==> config.mk <==
export PLATFORM = sky130hd
export DESIGN_NAME = trap_ctrl_flat
export DESIGN_NICKNAME = d
export VERILOG_FILES = /design/src/rtl/trap_ctrl_if.sv /design/src/rtl/trap_ctrl.sv /design/src/flat_wrapper.sv
export SDC_FILE = /design/constraint.sdc
export NUM_CORES = 1
export LEC_CHECK = 0
export ABC_AREA = 1
export CAP_MARGIN = 40
export CORE_MARGIN = 4
export CORE_UTILIZATION = 56
export CTS_CLUSTER_DIAMETER = 80
export DETAILED_ROUTE_END_ITERATION = 16
export HOLD_SLACK_MARGIN = 0.06
export PLACE_DENSITY = 0.94
export SLEW_MARGIN = 25
export SYNTH_ARGS = -nofsm -noshare
export SYNTH_HDL_FRONTEND = slang
export SYNTH_SLANG_ARGS = --single-unit
==> constraint.sdc <==
create_clock -name clk -period 6 [get_ports clk]
set_input_delay 1.2 -clock clk [delete_from_list [all_inputs] [get_ports clk]]
set_output_delay 1.2 -clock clk [all_outputs]
set_load 0.02 [all_outputs]
==> src/rtl/trap_ctrl_if.sv <==
`default_nettype none
// ============================================================================
// Module   : trap_ctrl_if
// Purpose  : ID-stage handshake bundle between the pipeline and trap_ctrl.
// Revision : 1.0  initial release
// ============================================================================
interface trap_ctrl_if;
   logic [31:0] Instruction_id;
   logic [31:0] NextPC_id;
   logic        TRAP;
   logic        Stall;
   logic [31:0] RtData_id;
   logic [31:0] Cp0Data_id;
   logic        Redirect;
   logic [31:0] RedirectAddr;
   logic        Flush_if;
   logic        Flush_id;
   logic        EXL;

   modport master (
      output Instruction_id, NextPC_id, TRAP, Stall, RtData_id,
      input  Cp0Data_id, Redirect, RedirectAddr, Flush_if, Flush_id, EXL
   );

   modport slave (
      input  Instruction_id, NextPC_id, TRAP, Stall, RtData_id,
      output Cp0Data_id, Redirect, RedirectAddr, Flush_if, Flush_id, EXL
   );
endinterface
`default_nettype wire

==> src/rtl/trap_ctrl.sv <==
`default_nettype none
// ============================================================================
// Module   : trap_ctrl
// Purpose  : Trap entry/ERET redirect logic with a minimal CP0 register set.
// Revision : 1.0  initial release
// ============================================================================
module trap_ctrl #(
   parameter logic [31:0] HANDLER_ADDR = 32'h0000_0180,
   parameter logic [4:0]  EXC_TR       = 5'd13
) (
   input  wire logic   clk,
   input  wire logic   reset,
   trap_ctrl_if.slave  bus
);

   localparam logic [4:0]  c_REG_COUNT   = 5'd9;
   localparam logic [4:0]  c_REG_STATUS  = 5'd12;
   localparam logic [4:0]  c_REG_CAUSE   = 5'd13;
   localparam logic [4:0]  c_REG_EPC     = 5'd14;
   localparam logic [4:0]  c_REG_TRAPCNT = 5'd22;
   localparam logic [31:0] c_ERET        = 32'h4200_0018;
   localparam logic [10:0] c_MTC0_OP     = 11'b010000_00100;

   typedef enum logic [1:0] {
      IDLE = 2'd0,
      TAKE = 2'd1,
      RET  = 2'd2
   } state_t;

   state_t      r_state;
   state_t      w_nextState;
   logic [31:0] r_count;
   logic [31:0] r_epc;
   logic [4:0]  r_cause;
   logic        r_te;
   logic        r_exl;
   logic [7:0]  r_trapCnt;

   logic        w_act;
   logic        w_isMtc0;
   logic        w_isEret;
   logic [4:0]  w_rd;
   logic        w_takeTrap;
   logic        w_doEret;
   logic        w_write;
   logic        w_redirect;
   logic [31:0] w_redirectAddr;
   logic [31:0] w_cp0Data;

   assign w_rd       = bus.Instruction_id[15:11];
   assign w_isMtc0   = (bus.Instruction_id[31:21] == c_MTC0_OP);
   assign w_isEret   = (bus.Instruction_id == c_ERET);
   // While redirecting, the ID instruction is being flushed and must not act.
   assign w_act      = !bus.Stall && (r_state == IDLE);
   assign w_takeTrap = w_act && bus.TRAP && r_te && !r_exl;
   assign w_doEret   = w_act && w_isEret && r_exl;
   assign w_write    = w_act && w_isMtc0;

   always_ff @(posedge clk or posedge reset) begin
      if (reset) begin
         r_state <= IDLE;
      end else begin
         r_state <= w_nextState;
      end
   end

   always_comb begin
      w_nextState    = r_state;
      w_redirect     = 1'b0;
      w_redirectAddr = 32'h0;
      case (r_state)
         IDLE: begin
            if (w_takeTrap) begin
               w_nextState = TAKE;
            end else if (w_doEret) begin
               w_nextState = RET;
            end
         end
         TAKE: begin
            w_nextState    = IDLE;
            w_redirect     = 1'b1;
            w_redirectAddr = HANDLER_ADDR;
         end
         RET: begin
            w_nextState    = IDLE;
            w_redirect     = 1'b1;
            w_redirectAddr = r_epc + 32'd4;
         end
         default: begin
            w_nextState = IDLE;
         end
      endcase
   end

   always_ff @(posedge clk or posedge reset) begin
      if (reset) begin
         r_count   <= 32'h0;
         r_epc     <= 32'h0;
         r_cause   <= 5'h0;
         r_te      <= 1'b1;
         r_exl     <= 1'b0;
         r_trapCnt <= 8'h0;
      end else begin
         r_count <= (w_write && (w_rd == c_REG_COUNT)) ? bus.RtData_id : r_count + 32'd1;
         if (w_takeTrap) begin
            r_epc   <= bus.NextPC_id - 32'd4;
            r_cause <= EXC_TR;
            r_exl   <= 1'b1;
            if (r_trapCnt != 8'hFF) begin
               r_trapCnt <= r_trapCnt + 8'd1;
            end
         end else begin
            if (w_doEret) begin
               r_exl <= 1'b0;
            end
            if (w_write) begin
               case (w_rd)
                  c_REG_STATUS:  {r_exl, r_te} <= bus.RtData_id[1:0];
                  c_REG_CAUSE:   r_cause       <= bus.RtData_id[6:2];
                  c_REG_EPC:     r_epc         <= bus.RtData_id;
                  c_REG_TRAPCNT: r_trapCnt     <= bus.RtData_id[7:0];
                  default:       ;
               endcase
            end
         end
      end
   end

   always_comb begin
      w_cp0Data = 32'h0;
      case (w_rd)
         c_REG_COUNT:   w_cp0Data = r_count;
         c_REG_STATUS:  w_cp0Data = {30'h0, r_exl, r_te};
         c_REG_CAUSE:   w_cp0Data = {25'h0, r_cause, 2'b00};
         c_REG_EPC:     w_cp0Data = r_epc;
         c_REG_TRAPCNT: w_cp0Data = {24'h0, r_trapCnt};
         default:       w_cp0Data = 32'h0;
      endcase
   end

   assign bus.Cp0Data_id   = w_cp0Data;
   assign bus.Redirect     = w_redirect;
   assign bus.RedirectAddr = w_redirectAddr;
   assign bus.Flush_if     = w_redirect;
   assign bus.Flush_id     = w_redirect;
   assign bus.EXL          = r_exl;

endmodule
`default_nettype wire

==> src/flat_wrapper.sv <==
// flat-port wrapper written by rule: the top's interface ports become plain ports
module trap_ctrl_flat 
#(
   parameter logic [31:0] HANDLER_ADDR = 32'h0000_0180,
   parameter logic [4:0]  EXC_TR       = 5'd13
)
  (clk, reset, bus_Instruction_id, bus_NextPC_id, bus_TRAP, bus_Stall, bus_RtData_id, bus_Cp0Data_id, bus_Redirect, bus_RedirectAddr, bus_Flush_if, bus_Flush_id, bus_EXL);
  trap_ctrl_if bus_i ();
  input  wire logic clk;
  input  wire logic reset;
  input wire logic [$bits(bus_i.Instruction_id)-1:0] bus_Instruction_id;
  input wire logic [$bits(bus_i.NextPC_id)-1:0] bus_NextPC_id;
  input wire logic [$bits(bus_i.TRAP)-1:0] bus_TRAP;
  input wire logic [$bits(bus_i.Stall)-1:0] bus_Stall;
  input wire logic [$bits(bus_i.RtData_id)-1:0] bus_RtData_id;
  output wire logic [$bits(bus_i.Cp0Data_id)-1:0] bus_Cp0Data_id;
  output wire logic [$bits(bus_i.Redirect)-1:0] bus_Redirect;
  output wire logic [$bits(bus_i.RedirectAddr)-1:0] bus_RedirectAddr;
  output wire logic [$bits(bus_i.Flush_if)-1:0] bus_Flush_if;
  output wire logic [$bits(bus_i.Flush_id)-1:0] bus_Flush_id;
  output wire logic [$bits(bus_i.EXL)-1:0] bus_EXL;
  assign bus_i.Instruction_id = bus_Instruction_id;
  assign bus_i.NextPC_id = bus_NextPC_id;
  assign bus_i.TRAP = bus_TRAP;
  assign bus_i.Stall = bus_Stall;
  assign bus_i.RtData_id = bus_RtData_id;
  assign bus_Cp0Data_id = bus_i.Cp0Data_id;
  assign bus_Redirect = bus_i.Redirect;
  assign bus_RedirectAddr = bus_i.RedirectAddr;
  assign bus_Flush_if = bus_i.Flush_if;
  assign bus_Flush_id = bus_i.Flush_id;
  assign bus_EXL = bus_i.EXL;
  trap_ctrl #(.HANDLER_ADDR(HANDLER_ADDR), .EXC_TR(EXC_TR)) u_core (.clk(clk), .reset(reset), .bus(bus_i));
endmodule
==> results.sh, run 1 <==
export IMPL_hp_class="reg -> reg"
export IMPL_powerDensity_nw_per_um2=147.1
export IMPL_r2r_setup_slack_ns=3.08
export IMPL_die_h_um=121.3
export IMPL_cts_buffer_depth=2
export IMPL_endpoint_kind="primary output"
export IMPL_viasPerCell=5.944
export IMPL_max_freq_ghz=0.2047
export IMPL_syn_avg_cell_area_um2=5.788
export IMPL_hpwl_mm=21.93
export IMPL_fin_area_um2=9303
export IMPL_fin_tns_setup_ns=0
export IMPL_cts_tree="built"
export IMPL_period_share=0.8142
export IMPL_diodes=0
export IMPL_synth_area_um2=7194
export IMPL_post_cts_setup_buffers=0
export IMPL_power_switching_mw=0.3809
export IMPL_cts_sinks=81
export IMPL_crit_path_start="bus_Instruction_id[11]"
export IMPL_gr_total_overflow=0
export IMPL_root_buffer="clkbuf_16"
export IMPL_combPwrFrac=0.144
export IMPL_yosys_cell_types_count=42
export IMPL_drcViolationCount=0
export IMPL_crit_buf_inv=4
export IMPL_grt_pass1_vias=8488
export IMPL_cts_hold_buf=0
export IMPL_grt_use_met3=0.08765
export IMPL_dieArea_um2=14720
export IMPL_globalplace_congestion=1.091
export IMPL_criticalPathCategory="in -> out"
export IMPL_port_buffers=167
export IMPL_start_util=0.5701
export IMPL_worst_r2r_endpoint="u_core.r_trapCnt[2]$_DFFE_PP0P_"
export IMPL_track_usage=0.3735
export IMPL_crit_path_end="bus_Cp0Data_id[3]"
export IMPL_fin_cells=1576
export IMPL_p_leak_nw=4.314
export IMPL_cts_resized=0
export IMPL_cp_depth=9
export IMPL_drt_iter0_markers=1659
export IMPL_worstReg2RegStart="u_core.r_state[1]$_DFFE_PP0P_"
export IMPL_postSynthCellCount=1243
export IMPL_crit_slowest_cell="clkdlybuf4s50_1"
export IMPL_drv_slew=0
export IMPL_r2r_cells=11
export IMPL_synth_fp_nets=1350
export IMPL_power_internal_mw=0.9875
export IMPL_max_slew_margin=0.3453
export IMPL_arrival_ns=3.68
export IMPL_yosysSeqAreaShare=0.2819
export IMPL_whs_ns=0.5047
export IMPL_drive_gt1_frac=0.03561
export IMPL_clkPwrFrac=0.430
export IMPL_dr_pass1_iters=7
export IMPL_die_w_um=121.3
export IMPL_htreeDepth=3
export IMPL_io_pins=168
export IMPL_crit_required_ns=4.80
export IMPL_path_cells="clkdlybuf4s50_1 > nand2_1 > nor2_1 > nand2_1 > buf_4 > inv_1 > a22oi_1 > o221ai_1 > clkdlybuf4s50_1"
export IMPL_fillCellCount=1064
export IMPL_setup_ws_ns=1.115
export IMPL_layout_nets=1506
export IMPL_irDropWorstVdd_v=0.0001199
export IMPL_cts_buffers=9
export IMPL_period_needed_ns=4.885
export IMPL_synth_seq_cells=81
export IMPL_status="completed"
export IMPL_vias=9368
export IMPL_use_met1=0.4652
export IMPL_use_met2=0.5976
export IMPL_finalHoldViolations=0
export IMPL_ant_nets=0
export IMPL_place_ws_ns=1.299
export IMPL_syn2layout_area_growth_pct=29.30
export IMPL_tightest_slew_ns=0.9731
export IMPL_placed_cell_area_um2=8979
export IMPL_clk_pin_slew_ns=0.07
export IMPL_switching_share=0.2783
export IMPL_grt_max_degree=47
export IMPL_clk_latency_ns=0.35
export IMPL_busiest_layer="met2"
export IMPL_grt_first_pass_wirelength_mm=42.92
export IMPL_p_total_mw=1.368
export IMPL_antenna_found_initial=0
export IMPL_routed_wl_mm=28.18
export IMPL_wl_per_cell_um=17.88
export IMPL_skew_ns=0.008983
export IMPL_rows=41
export IMPL_finalSetupViolCount=0
export IMPL_drv_cap=0
export IMPL_rsz0062_at_grt="no"
export IMPL_pwr_share_seq=0.426
export IMPL_path_max_fanout=26
export IMPL_start_kind="primary input"
export IMPL_cp_slowest_stage_delay_ns=0.66
export IMPL_dpl_cell_count=1559
export IMPL_cp_top_family="buffers and inverters"
export IMPL_core_area_um2=12620
export IMPL_fin_util=0.7372
export IMPL_synth_yosys_warnings=0
export IMPL_hold_start="u_core.r_te$_DFFE_PP1P_"
## power by group through the flow
stage	sequential (mW)	combinational, mW	clock [mW]
6_report	0.583	0.197	0.588
5_1_grt	0.584	0.213	0.609
4_1_cts	0.581	0.192	0.585
3_5_place_dp	0.591	0.190	0
3_3_place_gp	0.590	0.185	0
2_1_floorplan	0.579	0.0820	0
## layer usage
metal / vias to the layer above / routed length, µm / part of all wire
met3: 148 / 3675 / 0.13
met1: 4208 / 10060 / 0.36
li1: 4283 / - / -
met2: 729 / 12850 / 0.46
met4: 0 / 1604 / 0.057
met5: - / 0 / 0
## logic make-up after synthesis
family	synth area share
buffers and inverters	0.1089
and+or+nand+nor	0.4769
xor gates and xnor gates	0.008522
adders and majority gates	0.01217
DFF	0.2819
AOI/OAI and AO/OA	0.1117
## cells in the mapped netlist
cell type | instances | share of area
nand2_1 | 462 | 0.24
nor2_1 | 166 | 0.087
inv_1 | 164 | 0.086
nand3_1 | 99 | 0.069
dfrtp_1 | 80 | 0.28
o21ai_0 | 56 | 0.039
nor3_1 | 33 | 0.023
a21oi_1 | 24 | 0.017
nand4_1 | 24 | 0.021
o22ai_1 | 20 | 0.017
o21ai_1 | 14 | 0.0097
buf_2 | 12 | 0.0083
clkbuf_1 | 9 | 0.0047
a22oi_1 | 7 | 0.0073
ha_1 | 7 | 0.012
xor2_1 | 7 | 0.0085
inv_2 | 6 | 0.0031
o221ai_1 | 6 | 0.0073
a31oi_1 | 5 | 0.0043
nor2_2 | 4 | 0.0035
nor3_2 | 4 | 0.0056
o21a_1 | 4 | 0.0042
nor2_8 | 3 | 0.0083
o211ai_1 | 3 | 0.0031
buf_4 | 2 | 0.0021
nand3_2 | 2 | 0.0028
nand3b_1 | 2 | 0.0021
nor2_4 | 2 | 0.0031
nor4_1 | 2 | 0.0017
or2_2 | 2 | 0.0017
a22o_1 | 1 | 0.0012
buf_1 | 1 | 0.00052
buf_6 | 1 | 0.0016
buf_8 | 1 | 0.0021
dfstp_2 | 1 | 0.0037
inv_4 | 1 | 0.00087
nand2_2 | 1 | 0.00087
nand2_4 | 1 | 0.0016
nand3_4 | 1 | 0.0024
nand4_2 | 1 | 0.0017
nor3b_1 | 1 | 0.0010
o211a_1 | 1 | 0.0014
## worst reg2reg max path: stages, from the launching register on
cell     delay (ns)
dfrtp_1        0.39
inv_1          0.10
ha_1           0.20
inv_2          0.08
nor2_8         0.17
inv_2          0.10
nor2_8         0.48
inv_2          0.52
nand2_1        0.19
nand3_1        0.34
nand2_1        0.19
nand2_1        0.06
## final cells by class
| type | instances | area [µm²] | share of cell area |
|---|---|---|---|
| Sequential cell | 81 | 2028 | 0.2180 |
| Inverter | 171 | 645.6 | 0.06940 |
| Clock inverter | 6 | 73.82 | 0.007935 |
| Multi-Input combinational cell | 965 | 4383 | 0.4711 |
| Clock buffer | 10 | 239.0 | 0.02569 |
| Tap cell | 172 | 215.2 | 0.02313 |
| Timing Repair Buffer | 171 | 1718 | 0.1847 |
## how the worst min path moves through the flow
stage / endpoint / cells past startpoint
2_1_floorplan: u_core.r_cause[0]$_DFFE_PP0P_ / 2
3_3_place_gp: u_core.r_cause[2]$_DFFE_PP0P_ / 2
3_5_place_dp: u_core.r_cause[0]$_DFFE_PP0P_ / 2
4_1_cts: u_core.r_te$_DFFE_PP1P_ / 2
5_1_grt: u_core.r_cause[0]$_DFFE_PP0P_ / 2
6_report: u_core.r_te$_DFFE_PP1P_ / 2
## placed cells by master (no fill, tap or decap), types with 14 or more instances in the layout
master and n:
o22ai_1 20, nand2_1 462, o21ai_0 56, dfrtp_1 80
inv_1 163, o21ai_1 14, clkdlybuf4s50_1 167, nand3_1 99
nand4_1 24, a21oi_1 24, nor2_1 166, nor3_1 33
## state kept, by name (all words and copies together) (netlist names)
name / cells
u_core.r_cause: 5
u_core.r_te: 1
u_core.r_trapCnt: 8
u_core.bus.EXL: 1
u_core.r_epc: 32
u_core.r_state: 2
u_core.r_count: 32
(Power assumes the default switching activity.)
==> run 2, diff against run 1 <==
- CORE_UTILIZATION: 56 -> 47
- PLACE_DENSITY: 0.94 -> 0.85
- clock period: 6 -> 4.3 ns (I/O delays scaled with it)
==> run 2 against run 1 <==
Via count fell by 4.9%. Register-to-register slack lost 1.3 ns. Sequential power increased by 40%. Power is 34% higher. Routed wire length grew 1.0%. Critical path depth down 2. Count of clock-buffer cells in the layout down 1. Global-route usage is 5.4 points lower. Clock skew shrank 0.0027 ns. Utilization down 11 points. Worst setup slack worse by 0.75 ns. Hold slack worse by 0.0077 ns. Largest power group is now registers. Highest routed layer unchanged.
==> results.sh, run 2 (same netlist as run 1, synthesis figures left out) <==
export IMPL_htreeDepth=3
export IMPL_start_kind="flip-flop"
export IMPL_cts_buffers=9
export IMPL_cts_tree="built"
export IMPL_arrival_ns=3.07
export IMPL_fin_tns_setup_ns=0
export IMPL_cts_buffer_depth=2
export IMPL_post_cts_setup_buffers=0
export IMPL_vias=8913
export IMPL_skew_ns=0.006234
export IMPL_globalplace_congestion=1.048
export IMPL_crit_required_ns=3.44
export IMPL_clk_latency_ns=0.35
export IMPL_die_h_um=131.7
export IMPL_rsz0062_at_grt="no"
export IMPL_endpoint_kind="primary output"
export IMPL_tightest_slew_ns=0.7706
export IMPL_hp_class="reg -> reg"
export IMPL_dr_pass1_iters=6
export IMPL_cts_hold_buf=0
export IMPL_grt_first_pass_wirelength_mm=44.08
export IMPL_drv_cap=0
export IMPL_max_freq_ghz=0.2542
export IMPL_die_w_um=131.7
export IMPL_p_leak_nw=4.326
export IMPL_cp_top_family="buffers and inverters"
export IMPL_rows=44
export IMPL_antenna_found_initial=0
export IMPL_drv_slew=0
export IMPL_crit_slowest_cell="clkdlybuf4s50_1"
export IMPL_syn2layout_area_growth_pct=29.58
export IMPL_crit_path_frequent_cell="inv_1"
export IMPL_cts_sinks=81
export IMPL_crit_buf_inv=3
export IMPL_core_area_um2=14750
export IMPL_irDropWorstVdd_v=0.0001718
export IMPL_drt_iter0_markers=1030
export IMPL_powerDensity_nw_per_um2=196.9
export IMPL_p_total_mw=1.836
export IMPL_drcViolationCount=0
export IMPL_ant_nets=0
export IMPL_routed_wl_mm=28.47
export IMPL_start_util=0.4876
export IMPL_layout_common_cells="nand2_1, clkdlybuf4s50_1, nor2_1"
export IMPL_finalHoldViolations=0
export IMPL_status="completed"
export IMPL_reg_largest_list="u_core.r_count (32), u_core.r_epc (32), u_core.r_trapCnt (8)"
export IMPL_gr_total_overflow=0
export IMPL_finalSetupViolCount=0
export IMPL_criticalPathCategory="reg -> out"
export IMPL_clk_pin_slew_ns=0.07
export IMPL_cp_slowest_stage_delay_ns=0.66
export IMPL_layout_nets=1510
export IMPL_wl_per_cell_um=17.88
export IMPL_root_buffer="clkbuf_16"
export IMPL_path_cells="inv_1 > ha_1 > nand2_1 > inv_1 > o21ai_0 > a21oi_1 > clkdlybuf4s50_1"
export IMPL_track_usage=0.3192
export IMPL_path_max_fanout=18
export IMPL_cts_resized=0
export IMPL_drive_gt1_frac=0.03835
export IMPL_grt_max_degree=46
export IMPL_viasPerCell=5.599
export IMPL_max_slew_margin=0.4855
export IMPL_dieArea_um2=17350
export IMPL_io_pins=168
export IMPL_layout_commonest_cell="nand2_1"
export IMPL_period_needed_ns=3.934
export IMPL_hpwl_mm=23.01
export IMPL_diodes=0
export IMPL_port_buffers=167
export IMPL_fillCellCount=1455
export IMPL_period_share=0.9149
export IMPL_grt_pass1_vias=8237
-- run 2: layout make-up --
type	count	area, µm²	area share
inverters	171	645.6	0.06925
multi-input cells	965	4383	0.4701
clock buffers	9	225.2	0.02416
clock inverters	7	56.30	0.006039
repair buffers	175	1754	0.1882
well taps	184	230.2	0.02469
flip-flops and latches	81	2028	0.2176
-- run 2: worst paths after layout --
| check | startpoint | end | slack (ns) | cells past startpoint |
|---|---|---|---|---|
| max | u_core.r_state[0]$_DFFE_PP0P_ | bus_RedirectAddr[11] | 0.37 | 7 |
| min | u_core.r_cause[2]$_DFFE_PP0P_ | u_core.r_cause[2]$_DFFE_PP0P_ | 0.50 | 2 |
| max reg2reg | u_core.r_state[0]$_DFFE_PP0P_ | u_core.r_trapCnt[0]$_DFFE_PP0P_ | 1.80 | 11 |
| min reg2reg | u_core.r_cause[2]$_DFFE_PP0P_ | u_core.r_cause[2]$_DFFE_PP0P_ | 0.50 | 2 |
| max in group asynchronous | reset | u_core.r_epc[12]$_DFFE_PP0P_ | 2.76 | 4 |
| min in group asynchronous | reset | u_core.r_count[5]$_DFF_PP0_ | 0.79 | 2 |
-- run 2: metrics by stage --
step                area (µm²)  hold WS [ns]  cells  setup WS, ns    util
floorplan                 7194        0.4499   1243         1.362       -
global placement          9016        0.4791   1574        0.6066  0.6111
detailed placement        9036        0.4815   1575        0.5097  0.6124
CTS                       9318        0.4999   1591        0.4559  0.6315
global route              9323        0.5105   1592        0.2098  0.6319
finish                    9323        0.4970   1592        0.3660  0.6319
-- run 2: where the power goes --
group          switching [mW]  internal [mW]  total [mW]
combinational           0.149          0.128       0.277
clock                   0.346          0.397       0.743
sequential             0.0368          0.779       0.815
-- run 2: worst register-to-register path, cell delays in order (launching register included) --
cell,delay [ns]
dfrtp_1,0.38
inv_1,0.10
ha_1,0.20
inv_2,0.07
nor2_8,0.17
inv_2,0.10
nor2_8,0.10
buf_4,0.40
nand4_2,0.31
nand3_1,0.41
nand2_1,0.09
o21ai_1,0.10
-- run 2: routing by layer --
metal / global-route usage / share of wire / up-vias
met5: 0 / 0 / -
met4: 0.1365 / 0.044 / 0
met3: 0.08601 / 0.10 / 92
met2: 0.5129 / 0.46 / 492
met1: 0.4060 / 0.40 / 4050
li1: - / - / 4279
